**src/rtl/systolic_feeder.sv**
```systemverilog
// Purpose: two-lane operand sequencer; streams len buffered operands per lane, drains FLUSH zero cycles, pulses o_done.
// Latency: first operand appears 1 cycle after start is sampled; o_busy lasts len + FLUSH + 1 cycles.
// Backpressure: none; the stream free-runs once accepted, and start/writes are dropped while busy.
//
// Ports:
//   i_clk, i_rstn                  clock (rising edge), asynchronous active-low reset
//   i_wr_en/lane/addr/data         operand buffer write port (honoured only while idle)
//   i_start, i_len                 start request and element count (1..DEPTH)
//   o_busy, o_valid, o_done        sequence status (all registered)
//   o_lane0, o_lane1               operands to skew stage in1 / in2
module systolic_feeder #(
  parameter int DATA_W = 32,
  parameter int DEPTH  = 4,
  parameter int FLUSH  = 3
) (
  input  logic                       i_clk,
  input  logic                       i_rstn,
  input  logic                       i_wr_en,
  input  logic                       i_wr_lane,
  input  logic [$clog2(DEPTH)-1:0]   i_wr_addr,
  input  logic [DATA_W-1:0]          i_wr_data,
  input  logic                       i_start,
  input  logic [$clog2(DEPTH):0]     i_len,
  output logic                       o_busy,
  output logic                       o_valid,
  output logic [DATA_W-1:0]          o_lane0,
  output logic [DATA_W-1:0]          o_lane1,
  output logic                       o_done
);

  localparam int AW = $clog2(DEPTH);
  localparam int LW = $clog2(DEPTH) + 1;
  localparam int FW = (FLUSH > 1) ? $clog2(FLUSH) : 1;

  typedef enum logic [1:0] {S_IDLE, S_STREAM, S_FLUSH, S_DONE} state_t;

  state_t              state_q, state_d;
  logic [AW-1:0]       cnt_q, cnt_d;
  logic [LW-1:0]       len_q, len_d;
  logic [FW-1:0]       fcnt_q, fcnt_d;
  logic [DATA_W-1:0]   lane0_q, lane0_d;
  logic [DATA_W-1:0]   lane1_q, lane1_d;
  logic                valid_q, valid_d;
  logic                busy_q, busy_d;
  logic                done_q, done_d;
  logic [DATA_W-1:0]   buf0_q [DEPTH];
  logic [DATA_W-1:0]   buf1_q [DEPTH];

  logic accept;
  logic last_elem;
  logic last_flush;
  logic wr_ok;

  assign accept     = (state_q == S_IDLE) && i_start &&
                      (i_len != '0) && (i_len <= LW'(DEPTH));
  assign last_elem  = (LW'(cnt_q) == (len_q - LW'(1)));
  assign last_flush = (int'(fcnt_q) == FLUSH - 1);
  // An accepted start wins over a write on the same edge.
  assign wr_ok      = i_wr_en && (state_q == S_IDLE) && !accept;

  // State, counters, registered outputs and operand buffers.
  always_ff @(posedge i_clk or negedge i_rstn) begin
    if (!i_rstn) begin
      state_q <= S_IDLE;
      cnt_q   <= '0;
      len_q   <= '0;
      fcnt_q  <= '0;
      lane0_q <= '0;
      lane1_q <= '0;
      valid_q <= 1'b0;
      busy_q  <= 1'b0;
      done_q  <= 1'b0;
      for (int i = 0; i < DEPTH; i++) begin
        buf0_q[i] <= '0;
        buf1_q[i] <= '0;
      end
    end else begin
      state_q <= state_d;
      cnt_q   <= cnt_d;
      len_q   <= len_d;
      fcnt_q  <= fcnt_d;
      lane0_q <= lane0_d;
      lane1_q <= lane1_d;
      valid_q <= valid_d;
      busy_q  <= busy_d;
      done_q  <= done_d;
      if (wr_ok) begin
        if (i_wr_lane) buf1_q[i_wr_addr] <= i_wr_data;
        else           buf0_q[i_wr_addr] <= i_wr_data;
      end
    end
  end

  // Next-state and counter logic. cnt tracks the index presented in the
  // following cycle and parks on len-1 once the stream ends.
  always_comb begin
    state_d = state_q;
    cnt_d   = cnt_q;
    len_d   = len_q;
    fcnt_d  = fcnt_q;
    case (state_q)
      S_IDLE: begin
        if (accept) begin
          state_d = S_STREAM;
          cnt_d   = '0;
          len_d   = i_len;
        end
      end
      S_STREAM: begin
        if (last_elem) begin
          state_d = (FLUSH == 0) ? S_DONE : S_FLUSH;
          fcnt_d  = '0;
        end else begin
          cnt_d = cnt_q + AW'(1);
        end
      end
      S_FLUSH: begin
        if (last_flush) state_d = S_DONE;
        else            fcnt_d  = fcnt_q + FW'(1);
      end
      S_DONE:  state_d = S_IDLE;
      default: state_d = S_IDLE;
    endcase
  end

  // Output next-values are decoded from the upcoming state so every output
  // is a flop and matches the state it is presented in.
  always_comb begin
    lane0_d = '0;
    lane1_d = '0;
    valid_d = 1'b0;
    busy_d  = (state_d != S_IDLE);
    done_d  = (state_d == S_DONE);
    if (state_d == S_STREAM) begin
      lane0_d = buf0_q[cnt_d];
      lane1_d = buf1_q[cnt_d];
      valid_d = 1'b1;
    end
  end

  assign o_busy  = busy_q;
  assign o_valid = valid_q;
  assign o_lane0 = lane0_q;
  assign o_lane1 = lane1_q;
  assign o_done  = done_q;

endmodule

```
**config.mk**
```make
export PLATFORM = sky130hd
export DESIGN_NAME = systolic_feeder
export DESIGN_NICKNAME = d
export VERILOG_FILES = /design/src/rtl/systolic_feeder.sv
export SDC_FILE = /design/constraint.sdc
export NUM_CORES = 1
export LEC_CHECK = 0
export CAP_MARGIN = 20
export CORE_MARGIN = 10
export CORE_UTILIZATION = 44
export CTS_BUF_LIST = sky130_fd_sc_hd__clkbuf_4
export CTS_CLUSTER_DIAMETER = 120
export DETAILED_ROUTE_END_ITERATION = 8
export GPL_TIMING_DRIVEN = 0
export MAX_ROUTING_LAYER = met4
export PLACE_DENSITY = 0.71
export SETUP_SLACK_MARGIN = 0.1
export SYNTH_ARGS = -nofsm -noshare
export SYNTH_HDL_FRONTEND = slang
export SYNTH_SLANG_ARGS = --single-unit
```
**constraint.sdc**
```tcl
create_clock -name i_clk -period 3.33 [get_ports i_clk]
set_input_delay 0.333 -clock i_clk [delete_from_list [all_inputs] [get_ports i_clk]]
set_output_delay 0.333 -clock i_clk [all_outputs]
set_load 0.005 [all_outputs]
```
# Word level (Yosys, flattened, before mapping)

Cells that the tools add are included.

$add $sub $neg: 3
Magnitude comparators: 4
Equal/unequal tests: 9
Muxes and demuxes: 23
Bitwise logic cells: 3
Reduce and logical (&&, ||, !) cells: 15

Operators by type and width:

| cell                  | count |
|---|---|
| $bwmux W128           | 2 |
| $mux W32              | 7 |
| $bmux W32 S2          | 2 |
| $demux W32 S2         | 1 |
| $mux W2               | 7 |
| $eq A2 B2 Y1 const B  | 4 |
| $pmux W2 S2           | 2 |
| $pmux W2 S4           | 1 |
| $ge A3 B3 Y1 const B  | 2 |
| $logic_and A1 B1 Y1   | 6 |
| $not A2 Y3            | 2 |
| $reduce_and A2 Y1     | 3 |
| $add A2 B1 Y2 const B | 2 |
| $eq A2 B1 Y1 const B  | 2 |
| $ne A2 B2 Y1 const B  | 2 |
| $reduce_bool A2 Y1    | 2 |
| $eq A2 B3 Y1          | 1 |
| $le A3 B3 Y1 const B  | 1 |
| $lt A3 B1 Y1 const B  | 1 |
| $reduce_and A3 Y1     | 1 |
| $reduce_bool A3 Y1    | 1 |
| $sub A3 B1 Y3 const B | 1 |
| $logic_not A2 Y1      | 1 |
| $logic_not A1 Y1      | 1 |
| other kinds (2)       | 2 |

Flip-flop bits (word level): 332
Input port bits: 42
Output and inout bits: 67
Word-level logic and storage cells: 74

# Longest topological paths before layout

Gate-level depths: netlist (run 1).

Word-level depth: 11
Gate-level depth with buffers: 10
Depth with buffers taken out: 8

# Worst setup path after synthesis (run 1)

No wires, ideal clock.

Path kind: reg-to-reg
Start point: register len_q[0]
End point: register lane0_q[11] (netlist: o_lane0[11])
Library setup time: 0.129 ns
Arrival: 2.206 ns
Required time: 3.201 ns
Slack: 0.995 ns
Cell stages (with the launch flop): 10
Path buffers: 2
Period minus slack after synthesis: 2.335 ns
Path through: dfrtp_1 -> inv_1 -> ha_1 -> xor2_1 -> or4_1 -> nand3_1 -> buf_4 -> buf_2 -> mux2i_1 -> o22ai_2

Longest elaborated chain between the ends: 9
Elaborated cells on any way between the ends: 12
Those cells by class: add/sub (1); eq/ne (2); mux (8); bitwise (1)

RTL lines:

| what                                         | RTL line | source |
|---|---|---|
| start, declared                              | 39       | `logic [LW-1:0] len_q, len_d;` |
| start signal, assigned                       | 80       | `len_q <= len_d;` |
| $sub A3 B1 Y3 (*)                            | 56       | `assign last_elem = (LW'(cnt_q) == (len_q - LW'(1)));` |
| $eq A2 B3 Y1 (*)                             | 56       |  |
| $mux W2                                      | 110      | `if (last_elem) begin` |
| $pmux W2 S2                                  | 101      | `case (state_q)` |
| $not A2 Y3 (not written as such)             | 135      | `lane0_d = buf0_q[cnt_d];` |
| $bmux W32 S2                                 | 135      |  |
| $mux W32 (not written as such) (2 in series) | 135      |  |
| $mux W32 (*)                                 | 134      | `if (state_d == S_STREAM) begin` |
| net lane0_d[11]                              | 41       | `logic [DATA_W-1:0] lane0_q, lane0_d;` |
| end signal, assigned                         | 82       | `lane0_q <= lane0_d;` |
| end, declared                                | 41       |  |

The timed path passes the listed nets; every way through them passes the cells marked *. The select of a mux whose other input is x is not followed.
A chain may end at the register's enable or synchronous reset.

# Final worst setup path (run 1)

Start point: register len_q[0]
End point: register lane0_q[0] (netlist: o_lane0[0])

Elaborated cells on any way between the ends: 12
Those cells by class: add/sub (1); eq/ne (2); mux (8); bitwise (1)

RTL lines:

| what           | RTL line | source |
|---|---|---|
| $sub A3 B1 Y3  | 56       |  |
| $eq A2 B3 Y1   | 56       |  |
| $mux W2        | 110      |  |
| $pmux W2 S4    | 101      |  |
| net state_d[0] | 37       | `state_t state_q, state_d;` |
| $eq A2 B1 Y1   | 134      |  |
| $mux W32       | 134      |  |
| net lane0_d[0] | 41       |  |

The timed path passes the listed nets, and every way through them passes these cells. The select of a mux whose other input is x is not followed.

==> results.md, run 1 <==
* Outcome: completed
* Critical path class: reg2reg
* Post-route DRC at 0
* Period utilization at 0.8893
* Final hold violation count at 0
* Post-synthesis sequential area ratio at 0.6005
* Total power at 17.09 mW
* #FFs+latches synth at 332
* Most common cell in the netlist: dfrtp_1
* PortBufs at 108
* Initial drt markers at 351
* Mapped Nets at 958
* Clock Tree Buf Depth at 3
* # setup viols final at 0
* Worst-Margin Slew at 754.7 ps
* Crit-path max FO at 10
* CTS tree: done
* Top cell type by total area after synthesis: dfrtp_1
* Mapped Cells at 910
* Synth area leaders: dfrtp_1 60%, mux2_2 20%, mux2i_1 9.3%
* Routability cong. at 0.7858
* First-pass GRT wire length at 49.33 mm
* Initial antenna violation count at 4
* Worst setup EP type: flop
* Synth unique cells at 40
* CP Data Arrival Time at 3550 ps
* Synth warn at 0
* Post-synth EDFFs at 0
* Starting Density at 0.4487
* FFs w/ async S/R, synth at 1.000
* CTS sink cnt at 332
* Critical path required time at 3920 ps
* Via density at 5.259
* Mean Syn Cell Area at 15.20 um^2
* WL final at 30.80 mm
* Vias at 8,251
* Drt first pass iters at 4
* Placement Cell Area at 0.01547 mm^2
* CTS buffer count at 87
* Vias in the first global route at 9,056
* Register area at 0.008308 mm^2
* Largest net degree at the start of global routing at 122
* Design Area, Final at 0.01657 mm^2
* CP startpoint kind: flop
* Worst Skew at 32.83 ps
* # nets final at 1,158
* Worst-Skew Late Latency at 720 ps
* Filler cells at 2,596
* Worst min-delay path class: in2async
* Routed length per placed instance at 19.63 um
* Share of layout cells above drive strength 1 at 0.3978
* RSZ-0062 raised after global routing: false
* H-tree Lvls at 3
* Post-synth top flop: dfrtp_1
* Fin crit period at 2962 ps
* Area growth syn-to-layout at 19.81%
* Relative slew slack at 0.4930
* Die area at 0.03894 mm^2
* Die H at 197.3 um
* Peak VDD IR at 506.4 uV
* Fmax at 0.3377 GHz
* I/O pin total at 109
* Mapped cell area at 0.01383 mm^2
* R2R cell count at 9
* Antenna-violating nets left at 0
* Post-CTS sizing at 0
* Max Cap Viol at 0
* PD cells at 1031 mW/mm^2
* Synth top area share at 0.6005
* Core region area at 0.03083 mm^2
* CTS root buf: clkbuf_4
* Max Slew Vio Count at 0
* Footprint of the multi-input gates at 0.005174 mm^2
* Dpl hpwl at 20.08 mm
* Total global routing overflow at 0
* Row cnt at 64
* CTS clock-pin slew for the worst setup and hold paths at 70 ps
* Leakage at 7.616 nW
* Most common library cells after synthesis: 332 x dfrtp_1, 246 x mux2_2, 128 x mux2i_1
* Die Width at 197.3 um
* Setup TNS at 0 ps
* GRT Total Usage at 0.1662
timing repair:
item	CTS	global route
hold endpoints to repair	97	0
hold buffers	1	0
buffers inserted	0	0
state kept, by name (all words and copies together) (netlist names):
register,count
buf0_q,128
buf1_q,128
cnt_q,2
fcnt_q,2
len_q,3
o_busy,1
o_done,1
o_lane0,32
o_lane1,32
o_valid,1
state_q,2
layout make-up:
class,count,area share
timing repair buffer,111,0.06945
tap,396,0.02989
sequential,332,0.5012
inverter,9,0.002189
multi-input combinational,517,0.3121
antenna,4,0.0006039
clock buffer,131,0.05933
clock inverter,17,0.006039
buffer,52,0.01910
power by group:
part           internal, mW  switching [mW]  total, mW
Sequential             5.82           0.810       6.63
Combinational          3.52            3.49       7.00
Clock                  1.86            1.60       3.46
Total                  11.2            5.90       17.1
logic make-up after synthesis:
kind of cell,share of synthesized area
flip-flops,0.6005
adder cells (fa/ha/maj),0.005426
buffers and inverters,0.02550
AND/OR/NAND/NOR,0.01538
XOR/XNOR,0.001900
multiplexers,0.3018
AO/OA/AOI/OAI,0.04947
critical path: stages, from the launching register on:
cell and delay, ps:
dfrtp_1 420, inv_1 80, ha_1 210, xor2_1 360
nor4_1 110, o32a_1 460, inv_1 120, nand4_2 330
clkbuf_1 420, o22ai_1 350
final timing paths:
check                                 startpoint  slack (ps)                endpoint
max in group asynchronous                 i_rstn        1480  buf0_q[77]$_DFFE_PN0P_
min reg2reg                buf1_q[3]$_DFFE_PN0P_         490   buf1_q[3]$_DFFE_PN0P_
min in group i_clk                      i_len[0]         310    len_q[0]$_DFFE_PN0P_
max reg2reg                 len_q[0]$_DFFE_PN0P_         370    o_lane0[0]$_DFF_PN0_
max                         len_q[0]$_DFFE_PN0P_         370    o_lane0[0]$_DFF_PN0_
min                                       i_rstn         250   o_lane1[24]$_DFF_PN0_
metal layers:
layer,vias up,track usage,part of all wire
li1,3789,-,-
met3,56,0.03850,0.056
met4,0,0.06323,0.020
met2,196,0.2596,0.48
met1,4210,0.2070,0.45
met5,-,-,0
placed cells by master, fill, tap and decap left out, types with 2 or more instances in the layout:
master,n
clkinv_2,2
diode_2,4
xnor2_1,2
nor2b_1,3
nand2_1,17
dfrtp_1,332
o32a_1,2
buf_16,2
o21ai_0,5
clkbuf_4,131
ha_1,6
clkbuf_1,2
buf_4,6
clkdlybuf4s50_1,107
nand3_1,2
inv_1,8
mux2_1,11
buf_2,36
nor2_1,3
a22o_1,2
nor3_1,4
o21a_1,2
mux2_2,246
clkinv_1,9
nor3b_1,3
o22ai_2,21
buf_6,7
mux2i_1,128
o22ai_1,43
a21oi_1,3
clkinvlp_4,2
inv_2,3
per-stage QoR:
stage	instances	setup WS [ps]	util	hold WS [ps]
after detailed placement	1416	160.6	0.5018	428.1
after floorplan	910	994.7	-	37.41
after global routing	1569	160.7	0.5376	291.4
after global placement	1414	-12320	0.4999	467.4
after CTS	1565	326.8	0.5373	239.9
final	1569	368.5	0.5376	247.6
Power figures use the tool's default switching activity.
==> run 2: changes to the inputs <==
- CELL_PAD_IN_SITES_DETAIL_PLACEMENT: unset -> 1
- CELL_PAD_IN_SITES_GLOBAL_PLACEMENT: unset -> 1
- PLACE_DENSITY: 0.71 -> 0.81
- SKIP_CTS_REPAIR_TIMING: unset -> 1
- clock period: 3.33 -> 3.6 ns (I/O delays scaled with it)
==> run 2 against run 1 <==
Effect of this change:
- cell count is 0.13% higher
- die area unchanged
- sequential power decreased by 6.6%
- first-iteration DRC count down 7.1%
- sequential cell count unchanged
- critical path depth unchanged
- core utilization barely moved
- clock skew increased by 5.1 ps
- routed wire length increased by 11%
- critical endpoint is now o_lane0[1]$_DFF_PN0_
- largest cell class unchanged
==> results.md, run 2 (synthesis results as in run 1) <==
* Outcome: completed (unchanged)
* Worst Skew at 37.97 ps (was 32.83 ps)
* Setup crit start: len_q[0]$_DFFE_PN0P_ (unchanged)
* GRT Total Usage at 0.1813 (was 0.1662)
* Register area at 0.008308 mm^2 (unchanged)
* Max incr delay on CP at 470 ps (was 460 ps)
* Post-route DRC at 0 (unchanged)
* CTS buffer count at 90 (was 87)
* CTS sink cnt at 332 (unchanged)
* Vias in the first global route at 9,627 (was 9,056)
* Total global routing overflow at 0 (unchanged)
* Pre-CTS setup slack at 255.0 ps (was 160.6 ps)
* Die H at 197.3 um (unchanged)
* First-pass GRT wire length at 53.83 mm (was 49.33 mm)
* CTS clock-pin slew for the worst setup and hold paths at 60 ps (was 70 ps)
* CP delay by family, top: compound AO/OA/AOI/OAI gates (unchanged)
* Dpl hpwl at 22.07 mm (was 20.08 mm)
* PD cells at 969.2 mW/mm^2 (was 1031 mW/mm^2)
* # setup viols final at 0 (unchanged)
* Filler cells at 3,016 (was 2,596)
* Fmax at 0.3091 GHz (was 0.3377 GHz)
* Starting Density at 0.4487 (unchanged)
* Critical path class: reg2reg (unchanged)
* Fin crit period at 3235 ps (was 2962 ps)
* WL final at 34.10 mm (was 30.80 mm)
* Most frequent CP cell: inv_1 (unchanged)
* H-tree Lvls at 3 (unchanged)
* # nets final at 1,161 (was 1,158)
* CP startpoint kind: flop (unchanged)
* CP Data Arrival Time at 3800 ps (was 3550 ps)
* Reg2reg start: len_q[0]$_DFFE_PN0P_ (unchanged)
* Worst-Skew Late Latency at 710 ps (was 720 ps)
* Max Cap Viol at 0 (unchanged)
* CP max-delay cell: clkbuf_1 (was o32a_1)
* Largest net degree at the start of global routing at 124 (was 122)
* Most frequent cells in the layout: 332 x dfrtp_1, 246 x mux2_2, 133 x clkbuf_4 (was 332 x dfrtp_1, 246 x mux2_2, 131 x clkbuf_4)
* Crit-path max FO at 10 (unchanged)
* Commonest non-fill, non-tap cell in the layout: dfrtp_1 (unchanged)
* Worst-Margin Slew at 794.0 ps (was 754.7 ps)
* Worst setup EP type: flop (unchanged)
* Footprint of the multi-input gates at 0.005174 mm^2 (unchanged)
* Leakage at 7.626 nW (was 7.616 nW)
* Share of layout cells above drive strength 1 at 0.3969 (was 0.3978)
* PortBufs at 108 (unchanged)
* Drt first pass iters at 4 (unchanged)
* Vias at 8,393 (was 8,251)
* Peak VDD IR at 428.8 uV (was 506.4 uV)
* RSZ-0062 raised after global routing: false (unchanged)
* Relative slew slack at 0.4695 (was 0.4930)
* Period utilization at 0.8986 (was 0.8893)
* Die area at 0.03894 mm^2 (unchanged)
* Design Area, Final at 0.01656 mm^2 (was 0.01657 mm^2)
* Antenna-violating nets left at 0 (unchanged)
* Die Width at 197.3 um (unchanged)
* I/O pin total at 109 (unchanged)
* Placement Cell Area at 0.01547 mm^2 (unchanged)
* Largest regs: buf0_q x128, buf1_q x128 (unchanged)
* CTS tree: done (unchanged)
* Max Slew Vio Count at 0 (unchanged)
* Area growth syn-to-layout at 19.73% (was 19.81%)
* Via density at 5.342 (was 5.259)
* CTS root buf: clkbuf_4 (unchanged)
* Initial drt markers at 326 (was 351)
* Worst path buffer plus inverter count at 3 (unchanged)
* Crit-path cells: inv_1, ha_1, xor2_1, nor4_1, o32a_1, inv_1, nand4_2, clkbuf_1, o22ai_1 (unchanged)
* Routed length per placed instance at 21.70 um (was 19.63 um)
* Clock Tree Buf Depth at 3 (unchanged)
* Routability cong. at 0.7832 (was 0.7858)
* Core region area at 0.03083 mm^2 (unchanged)
* Worst Hold Slack at 286.4 ps (was 247.6 ps)
* Final hold violation count at 0 (unchanged)
* Setup ws final at 365.1 ps (was 368.5 ps)
* Initial antenna violation count at 1 (was 4)
* Row cnt at 64 (unchanged)
* Worst min-delay path class: in2async (unchanged)
* Critical path required time at 4160 ps (was 3920 ps)
-- run 2: changes by cell type in the layout (fill, tap and decap cells not counted), sizes merged --
cell,before,now
bufinv,1,0
clkbuf,134,136
clkinv,11,16
clkinvlp,2,0
diode,4,1
inv,12,13
-- run 2: power breakdown --
part | internal (mW) | leakage (nW) | total [mW] | switching [mW]
sequential | 5.39 | 4.19 | 6.19 | 0.808
clock | 1.68 | 0.661 | 3.19 | 1.52
combinational | 3.25 | 2.77 | 6.66 | 3.41
total | 10.3 | 7.63 | 16.1 | 5.73
-- run 2: routing by layer --
metal	wire length, um	up-vias	part of all wire	track usage
met4	637	0	0.019	0.05611
li1	-	3766	-	-
met5	0	-	0	-
met1	14810	4402	0.43	0.2142
met3	1576	51	0.046	0.04055
met2	17080	174	0.50	0.3038
-- run 2: final cells by class --
cell class | instances | area share
Buffer | 52 | 0.01911
Antenna cell | 1 | 0.0001511
Sequential cell | 332 | 0.5015
Timing Repair Buffer | 111 | 0.06949
Inverter | 9 | 0.002191
Multi-Input combinational cell | 517 | 0.3123
Tap cell | 396 | 0.02991
Clock buffer | 133 | 0.06028
Clock inverter | 20 | 0.004985
-- run 2: worst paths after layout --
kind                            slack (ps)                      to  cells after the start
worst max register to register         370    o_lane0[1]$_DFF_PN0_                      9
worst min register to register         490  buf1_q[14]$_DFFE_PN0P_                      1
worst min-delay path                   290   o_lane1[26]$_DFF_PN0_                      2
min in group i_clk                     340    len_q[0]$_DFFE_PN0P_                      3
worst max-delay path                   370    o_lane0[1]$_DFF_PN0_                      9
max in group asynchronous             2240    o_lane0[2]$_DFF_PN0_                      3
-- run 2: per-stage QoR --
step / std cells / TNS, ps / power, mW / utilization
CTS: 1569 / 0 / 16.26 / 0.5369
detailed placement: 1416 / 0 / 12.96 / 0.5018
floorplan: 910 / 0 / 10.77 / -
global route: 1571 / 0 / 17.09 / 0.5373
finish: 1571 / 0 / 16.05 / 0.5373
global placement: 1414 / -3985420 / 12.63 / 0.4999
